$ cat config.mk
export PLATFORM = sky130hd
export DESIGN_NAME = io_bus_event_responder
export DESIGN_NICKNAME = d
export VERILOG_FILES = /design/src/rtl/io_bus_event_responder.sv
export SDC_FILE = /design/constraint.sdc
export NUM_CORES = 1
export LEC_CHECK = 0
export BUFFER_PORTS_ARGS = -buffer_cell sky130_fd_sc_hd__buf_2
export CAP_MARGIN = 10
export CORE_ASPECT_RATIO = 0.6
export CORE_MARGIN = 2
export CORE_UTILIZATION = 61
export DETAILED_ROUTE_END_ITERATION = 10
export PLACE_DENSITY = 0.83
export SLEW_MARGIN = 20
export SYNTH_ARGS = -nofsm -noshare
export SYNTH_HDL_FRONTEND = slang
export SYNTH_SLANG_ARGS = --single-unit
export TNS_END_PERCENT = 50
$ cat constraint.sdc
create_clock -name clk_clk -period 4.7 [get_ports clk_clk]
set_input_delay 0.235 -clock clk_clk [delete_from_list [all_inputs] [get_ports clk_clk]]
set_output_delay 0.235 -clock clk_clk [all_outputs]
set_load 0.02 [all_outputs]
$ cat src/rtl/io_bus_event_responder.sv
// IO-bus responder: ID/CTRL/STATUS/SCRATCH registers plus a timestamped
// button-press event FIFO that software drains by reading EVENT.
module io_bus_event_responder #(
   parameter logic [15:0] BASE_ADDR = 16'h0000,
   parameter int          DEPTH     = 16,
   parameter int          TS_DIV    = 50000,
   parameter logic [15:0] ID_VALUE  = 16'h4B31
) (
   input  logic        clk_clk,
   input  logic        reset_reset_n,
   input  logic        button_1_n,
   input  logic        button_2_n,
   input  logic [15:0] io_address,
   input  logic        io_bus_enable,
   input  logic [1:0]  io_byte_enable,
   input  logic        io_rw,
   input  logic [15:0] io_write_data,
   output logic [15:0] io_read_data,
   output logic        io_acknowledge,
   output logic        io_irq
);

   localparam int AW = $clog2(DEPTH);
   localparam int CW = AW + 1;
   localparam int PW = (TS_DIV > 1) ? $clog2(TS_DIV) : 1;

   typedef enum logic [1:0] {S_IDLE, S_ACK, S_WAIT} state_t;

   state_t         state_q;
   logic           ack_q;
   logic [15:0]    rdata_q;
   logic           irq_en_q;
   logic [15:0]    scratch_q;
   logic           ovf_q;
   logic           irq_q;
   logic [PW-1:0]  presc_q;
   logic [13:0]    ts_q;
   logic           b1_s1_q, b1_s2_q, b1_s3_q;
   logic           b2_s1_q, b2_s2_q, b2_s3_q;
   logic [AW-1:0]  wr_ptr_q, rd_ptr_q;
   logic [CW-1:0]  count_q, count_d;
   logic [15:0]    mem_q [DEPTH];

   logic           req, hit, wr_hit, rd_hit;
   logic [3:0]     off;
   logic           empty, full;
   logic           press1, press2, push, pop, clr, w1c, do_push, ovf_set;
   logic [15:0]    status, rdata_d;

   // Decode of the request sampled in IDLE
   assign req     = (state_q == S_IDLE) & io_bus_enable;
   assign hit     = (io_address[15:4] == BASE_ADDR[15:4]);
   assign off     = io_address[3:0];
   assign wr_hit  = req & hit & ~io_rw;
   assign rd_hit  = req & hit & io_rw;

   assign empty   = (count_q == '0);
   assign full    = (count_q == CW'(DEPTH));
   assign press1  = b1_s3_q & ~b1_s2_q;
   assign press2  = b2_s3_q & ~b2_s2_q;
   assign push    = press1 | press2;
   assign pop     = rd_hit & (off == 4'h6) & ~empty;
   assign clr     = wr_hit & (off == 4'h2) & io_byte_enable[0] & io_write_data[1];
   assign w1c     = wr_hit & (off == 4'h4) & io_byte_enable[1] & io_write_data[8];
   // A pop in the same cycle frees the slot, so a full FIFO can still accept
   assign do_push = push & ~clr & (~full | pop);
   assign ovf_set = push & ~clr & full & ~pop;

   always_comb begin
      status         = '0;
      status[CW-1:0] = count_q;
      status[8]      = ovf_q;
   end

   always_comb begin
      rdata_d = '0;
      if (hit) begin
         case (off)
            4'h0:    rdata_d = ID_VALUE;
            4'h2:    rdata_d = {15'b0, irq_en_q};
            4'h4:    rdata_d = status;
            4'h6:    rdata_d = empty ? 16'h0000 : mem_q[rd_ptr_q];
            4'h8:    rdata_d = scratch_q;
            default: rdata_d = '0;
         endcase
      end
   end

   always_comb begin
      count_d = count_q;
      if (do_push & ~pop)      count_d = count_q + CW'(1);
      else if (~do_push & pop) count_d = count_q - CW'(1);
   end

   always_ff @(posedge clk_clk or negedge reset_reset_n) begin
      if (!reset_reset_n) begin
         b1_s1_q <= 1'b1; b1_s2_q <= 1'b1; b1_s3_q <= 1'b1;
         b2_s1_q <= 1'b1; b2_s2_q <= 1'b1; b2_s3_q <= 1'b1;
      end else begin
         b1_s1_q <= button_1_n; b1_s2_q <= b1_s1_q; b1_s3_q <= b1_s2_q;
         b2_s1_q <= button_2_n; b2_s2_q <= b2_s1_q; b2_s3_q <= b2_s2_q;
      end
   end

   always_ff @(posedge clk_clk or negedge reset_reset_n) begin
      if (!reset_reset_n) begin
         presc_q <= '0;
         ts_q    <= '0;
      end else if (presc_q == PW'(TS_DIV - 1)) begin
         presc_q <= '0;
         ts_q    <= ts_q + 14'd1;
      end else begin
         presc_q <= presc_q + PW'(1);
      end
   end

   always_ff @(posedge clk_clk) begin
      if (do_push) mem_q[wr_ptr_q] <= {press2, press1, ts_q};
   end

   always_ff @(posedge clk_clk or negedge reset_reset_n) begin
      if (!reset_reset_n) begin
         wr_ptr_q <= '0;
         rd_ptr_q <= '0;
         count_q  <= '0;
      end else if (clr) begin
         wr_ptr_q <= '0;
         rd_ptr_q <= '0;
         count_q  <= '0;
      end else begin
         if (do_push) wr_ptr_q <= wr_ptr_q + AW'(1);
         if (pop)     rd_ptr_q <= rd_ptr_q + AW'(1);
         count_q <= count_d;
      end
   end

   // Set beats a same-cycle write-1-to-clear
   always_ff @(posedge clk_clk or negedge reset_reset_n) begin
      if (!reset_reset_n) begin
         ovf_q <= 1'b0;
         irq_q <= 1'b0;
      end else begin
         if (ovf_set)  ovf_q <= 1'b1;
         else if (w1c) ovf_q <= 1'b0;
         irq_q <= irq_en_q & ~empty;
      end
   end

   always_ff @(posedge clk_clk or negedge reset_reset_n) begin
      if (!reset_reset_n) begin
         state_q   <= S_IDLE;
         ack_q     <= 1'b0;
         rdata_q   <= '0;
         irq_en_q  <= 1'b0;
         scratch_q <= '0;
      end else begin
         case (state_q)
            S_IDLE: begin
               if (io_bus_enable) begin
                  state_q <= S_ACK;
                  ack_q   <= 1'b1;
                  rdata_q <= io_rw ? rdata_d : 16'h0000;
                  if (wr_hit && off == 4'h2 && io_byte_enable[0])
                     irq_en_q <= io_write_data[0];
                  if (wr_hit && off == 4'h8) begin
                     if (io_byte_enable[0]) scratch_q[7:0]  <= io_write_data[7:0];
                     if (io_byte_enable[1]) scratch_q[15:8] <= io_write_data[15:8];
                  end
               end
            end
            S_ACK: begin
               state_q <= S_WAIT;
               ack_q   <= 1'b0;
               rdata_q <= '0;
            end
            S_WAIT: begin
               if (!io_bus_enable) state_q <= S_IDLE;
            end
            default: begin
               state_q <= S_IDLE;
               ack_q   <= 1'b0;
               rdata_q <= '0;
            end
         endcase
      end
   end

   assign io_read_data   = rdata_q;
   assign io_acknowledge = ack_q;
   assign io_irq         = irq_q;

endmodule
### Word-level counts from Yosys, hierarchy flattened

Memory sizes are Yosys's and may differ from the RTL's.
Index checks and enable logic that the tools add are counted.

| cells by class | value |
|---|---|
| muxes and demuxes | 23 |
| equal/unequal tests | 10 |
| bitwise operators | 32 |
| reduce and logical (&&, ||, !) cells | 16 |
| add/sub/neg operators | 6 |

Operators with widths:

| kind | count |
|---|---|
| $mux 16 | 5 |
| $pmux 16 s5 | 1 |
| $pmux 16 s2 | 1 |
| $and 1x1->1 | 21 |
| $add 16x1->16 const B | 1 |
| $eq 16x16->1 const B | 1 |
| $mux 4 | 4 |
| $mux 5 | 3 |
| $add 14x1->14 const B | 1 |
| $logic_not 12->1 | 1 |
| $not 1->1 | 9 |
| $add 4x1->4 const B | 2 |
| $eq 4x3->1 const B | 2 |
| $reduce_and 4->1 | 2 |
| $pmux 2 s3 | 1 |
| $reduce_bool 2->1 | 3 |
| $add 5x1->5 const B | 1 |
| $eq 5x5->1 const B | 1 |
| $logic_not 5->1 | 1 |
| $mux 1 | 5 |
| $sub 5x1->5 const B | 1 |
| $eq 4x2->1 const B | 1 |
| $eq 4x4->1 const B | 1 |
| $logic_not 4->1 | 1 |
| 11 further kinds | 17 |

| word-level totals | value |
|---|---|
| output and inout port bits | 18 |
| memories | 1 |
| bits in registers | 87 |
| memory bits (writable) | 256 |

Memory list:

| memory | depth | bits a word | read ports | clocked after Yosys merged registers in | wr ports | line | source |
|---|---|---|---|---|---|---|---|
| mem_q | 16 | 16 | 1 | 0 | 1 | 42 | `logic [15:0] mem_q [DEPTH];` |

### Depth between registers and ports, before layout

| depth | value |
|---|---|
| word-level depth | 15 |
| depth in mapped cells | 12 |
| gate-level depth less buffers | 10 |

### Worst setup path after synthesis

Ideal clock, no wire load.

| timing path | value |
|---|---|
| path kind | input to register |
| start | input io_address[5] |
| end | memory mem_q[7][0] (enable) |
| arrival time | 3.169 ns |
| cell stages on the path | 5 |
| buffers on the path | 0 |
| required time | 4.287 ns |
| setup slack | 1.118 ns |
| library setup time | 0.413 ns |
| cells stage by stage | or4_1 > or4_1 > o21ai_4 > nand3_2 > nor3b_1 |

| on the way | value |
|---|---|
| cells in the longest elaborated chain, start to end | 11 |
| elaborated cells between the ends (all ways) | 15 |
| classes of those cells | mux: 2; bitwise: 12; reduce/logical: 1 |

RTL lines:

| element | line | source |
|---|---|---|
| start, declared | 13 | `input logic [15:0] io_address,` |
| $logic_not 12->1 * | 52 | `assign hit = (io_address[15:4] == BASE_ADDR[15:4]);` |
| $and 1x1->1 * | 54, 55 |  |
| $and 1x1->1 | 54 | `assign wr_hit = req & hit & ~io_rw;` |
| $and 1x1->1 (3 in series) | 63 | `assign clr = wr_hit & (off == 4'h2) & io_byte_enable[0] & io_write_data[1];` |
| $not 1->1 | 66 | `assign do_push = push & ~clr & (~full \| pop);` |
| $and 1x1->1 | 66 |  |
| $and 1x1->1 * | 66 |  |
| $mux 1 * | 118 | `if (do_push) mem_q[wr_ptr_q] <= {press2, press1, ts_q};` |
| $mux 1 (not written as such) * | 118 |  |
| end, declared | 42 |  |

Mark *: on every way between the ends. The rest lies on a longest branch, timed or not.

### Worst setup path in the final report

| timing path | value |
|---|---|
| start | register count_q[0] |
| end | register count_q[4] |

| on the way | value |
|---|---|
| cells in the longest elaborated chain, start to end | 8 |
| elaborated cells between the ends (all ways) | 17 |
| classes of those cells | add/sub: 2; eq/ne: 1; mux: 3; bitwise: 9; reduce/logical: 2 |

RTL lines:

| element | line | source |
|---|---|---|
| start, declared | 41 | `logic [CW-1:0] count_q, count_d;` |
| start signal, assigned | 133 | `count_q <= count_d;` |
| $logic_not 5->1 | 57 | `assign empty = (count_q == '0);` |
| $not 1->1 | 62 | `assign pop = rd_hit & (off == 4'h6) & ~empty;` |
| $and 1x1->1 | 62 |  |
| $or 1x1->1 | 66 |  |
| $and 1x1->1 | 66 |  |
| $and 1x1->1 / $not 1->1 (equally long branches) | 91, 92 |  |
| $mux 5 / $and 1x1->1 (equally long branches) | 91, 92 |  |
| $mux 5 / $reduce_bool 3->1 (equally long branches) | - |  |

Several ways; a longest one is shown, not always the timed one. The select of a mux whose other input is x is not followed.
A chain may end at the register's enable or synchronous reset.

==> impl_metrics.ini <==
[run_status]
outcome = finished, final reports clean

[synth]
synth_flop_cell = edfxtp_1
ys_warn_count = 0
synth.ff_latch_count = 343
syn_area_sq_mm = 0.01413
syn_avg_cell_area_sq_um = 17.36
ys_seq_area_frac = 0.6987
synthArstFlopShare = 0.2536
synth_nets = 866
syn_inst = 814
synth_edf_count = 256
synth_cell_type_count = 56

[drt]
routed_wirelength_mm = 30.60
viasPerCell = 6.171
antenna_left = 0
route.detailed.drc = 0
dr.first_iter.drc_count = 885
routed-via-count = 7738
firstDrtPassIters = 5
wire_per_inst_um = 24.40

[setup_path]
crit_fanout = 8
arrival_ns = 3.95
critPathRequiredTime_ns = 5.18
worstSetupStartpointType = flop
timing.rr.start = count_q[0]$_DFFE_PN0P_
rr_endpoint = count_q[4]$_DFFE_PN0P_
rr_worst_depth = 10
crit_path_end_kind = flop
critPathKind = reg -> reg
reg2reg_slack_ns = 1.23

[pwr]
intPower_w = 0.005175
clock_power_share = 0.372
power.share.switching = 0.2383
p_per_area_mw_per_mm2 = 421.8
pwr-share-comb = 0.097
power.leakage_nw = 5.979
sequentialPowerShare = 0.531
power_switching_w = 0.001619
irDropWorstVdd_uv = 383.3

[clock_tree]
clk_path_buf_depth = 3
post_cts_buffers = 0
cts_tree = yes
hold_buffers = 20
root_buffer = clkbuf_16
cts.sinks = 343
clk_pin_slew_worst_paths_ns = 0.07
htreeDepth = 1
cts_buffers = 30
insertion_delay_ns = 0.58
cts_resized = 0

[sta]
slew_violations = 0
period_share = 0.7384
rsz0062_at_grt = no
finalCriticalPeriod_ns = 3.471
worst_pin_slew_ns = 0.9573
hold_viol_final = 0
fmax_mhz = 288.1
slew-limit-headroom = 0.3531
setup_violations = 0
setup-tns-final_ns = 0
finalClockSkew_ns = 0.02105

[place]
dp.cells = 1180
place.gp.congestion = 0.9494
dp_hpwl_mm = 18.96
port_buffers = 57

[die]
core_region_area_sq_mm = 0.02292
die_area_sq_mm = 0.02444
initial_core_util = 0.6165
ioPinCount = 58
die_x_um = 200.5
die_h_um = 121.9
rows = 43

[global_route]
grt-ovfl-total = 0
antenna_found_initial = 0
grt_util_all_layers = 0.2605
grt_pass1_wl_mm = 47.19
grt_max_degree = 47
grt_pass1_vias = 7809

[final_layout]
syn_to_final_growth_pct = 14.00
drive_above_1_share = 0.2673
fin_util = 0.7028
final_cell_count_no_fill = 1254
antennaDiodeCount = 0
nets = 969

[flow_run]
maxCapViolCount = 0

[hold_path]
worstHoldPathType = in -> reg
whs_path_depth = 3
hold_start = io_byte_enable[1]
holdPathEnd = ovf_q$_DFFE_PN0P_
power groups by stage:
stage	registers, W	clock network [W]	logic [W]
2_1_floorplan	0.00361	0	0.000430
3_3_place_gp	0.00365	0	0.000615
3_5_place_dp	0.00366	0	0.000638
4_1_cts	0.00360	0.00257	0.000659
5_1_grt	0.00363	0.00267	0.000728
6_report	0.00361	0.00253	0.000657
worst max path at each step:
stage / start / end / cells after the start / slack (ns)
3_3_place_gp: io_address[5] / count_q[4]$_DFFE_PN0P_ / 11 / 1.13
2_1_floorplan: io_address[5] / mem_q[7][0]$_DFFE_PP_ / 5 / 1.12
6_report: count_q[0]$_DFFE_PN0P_ / count_q[4]$_DFFE_PN0P_ / 10 / 1.23
3_5_place_dp: io_address[5] / count_q[4]$_DFFE_PN0P_ / 11 / 0.99
4_1_cts: count_q[0]$_DFFE_PN0P_ / count_q[4]$_DFFE_PN0P_ / 10 / 1.27
5_1_grt: count_q[0]$_DFFE_PN0P_ / count_q[4]$_DFFE_PN0P_ / 10 / 1.02
metrics by stage:
stage | instance area, sq um | hold slack [ns] | total power [W] | worst slack [ns]
floorplan | 14130 | -0.06059 | 0.004040 | 1.118
global placement | 14900 | 0.2564 | 0.004261 | 1.134
detailed placement | 14900 | 0.2551 | 0.004301 | 0.9928
CTS | 16110 | 0.05991 | 0.006831 | 1.274
global route | 16110 | 0.08156 | 0.007027 | 1.024
finish | 16110 | 0.09286 | 0.006794 | 1.229
sequential cells by signal (all words and copies together), names as in the netlist:
signal and count:
ts_q 14, presc_q 16, scratch_q 16, b1_s2_q 1, b1_s1_q 1, rd_ptr_q 4
io_read_data 16, b2_s2_q 1, state_q 2, b2_s3_q 1, b1_s3_q 1, wr_ptr_q 4
mem_q 256, irq_en_q 1, ovf_q 1, count_q 5, io_irq 1, io_acknowledge 1
b2_s1_q 1
critical path: stages (launching register included):
cell and delay [ns]:
dfrtp_1 0.46, or4_1 0.70, o21a_1 0.34, nand2_1 0.25
nand3_1 0.26, fa_1 0.48, a21o_1 0.19, a21oi_1 0.19
nor2_1 0.06, a21boi_0 0.24, mux2i_1 0.22
cell usage after synthesis (all sizes together) (2+ instances only):
| library cell | number | area share |
|---|---|---|
| edfxtp | 256 | 0.54 |
| dfrtp | 81 | 0.14 |
| mux4 | 64 | 0.10 |
| nor2 | 51 | 0.014 |
| nand2 | 42 | 0.012 |
| mux2 | 31 | 0.029 |
| mux2i | 31 | 0.022 |
| o21ai | 24 | 0.0093 |
| clkbuf | 21 | 0.0056 |
| nand3 | 20 | 0.0074 |
| xnor2 | 16 | 0.0099 |
| xor2 | 16 | 0.0099 |
| a21oi | 15 | 0.0053 |
| buf | 11 | 0.0035 |
| ha | 11 | 0.0097 |
| inv | 11 | 0.0029 |
| nand4 | 10 | 0.0044 |
| or4 | 9 | 0.0053 |
| nor3b | 8 | 0.0057 |
| a21o | 7 | 0.0037 |
| a22oi | 7 | 0.0037 |
| nand2b | 7 | 0.0031 |
| nor2b | 7 | 0.0031 |
| nor3 | 7 | 0.0025 |
| dfstp | 6 | 0.011 |
| and3 | 5 | 0.0022 |
| nor4 | 5 | 0.0037 |
| and4 | 4 | 0.0025 |
| o22ai | 4 | 0.0018 |
| nand3b | 3 | 0.0019 |
| nor4bb | 3 | 0.0021 |
| o21a | 3 | 0.0016 |
| or3b | 3 | 0.0019 |
| o211ai | 2 | 0.0011 |
| o31a | 2 | 0.0012 |
| or2 | 2 | 0.00089 |
per-layer routing:
layer / vias to the layer above / part of all wire / global-route usage
met5: - / 0 / 0
met4: 0 / 0.014 / 0.05093
met3: 35 / 0.10 / 0.05591
met2: 374 / 0.43 / 0.3830
met1: 3949 / 0.45 / 0.4109
li1: 3380 / - / -
cells by family after synthesis:
family,share of synthesized area
adder cells (fa/ha/maj),0.01116
buffers and inverters,0.01204
XOR/XNOR,0.01983
flip-flops,0.6987
multiplexers,0.1529
AO/OA/AOI/OAI,0.03090
AND/OR/NAND/NOR,0.07447
cells in the final DEF, fill, tap and decap left out, types with 8 or more instances in the layout:
cell type      synthesis  final
xor2_1                16     16
mux4_2                64     64
edfxtp_1             256    256
ha_1                  11     11
buf_2                  7     56
o21ai_0               23     23
nor3b_2                4      8
clkbuf_16              0     30
dfrtp_1               81     78
nand2_1               40     40
xnor2_1               16     16
mux2_4                16     16
inv_1                 11     11
dlygate4sd3_1          0     20
mux2i_1               31     31
mux2_2                15     15
a21oi_1               15     15
nor2_1                51     50
nand4_1               10     10
buf_4                  0     27
nand3_1               19     19
cell type report:
type	count	area (sq um)
clock buffers	36	773.2
fillers	1444	6812
well taps	315	394.1
repair buffers	103	683.2
flip-flops and latches	343	9878
clock inverters	18	227.7
multi-input cells	428	4110
inverters	11	41.29
No activity file was read; power rests on OpenSTA's default activity.
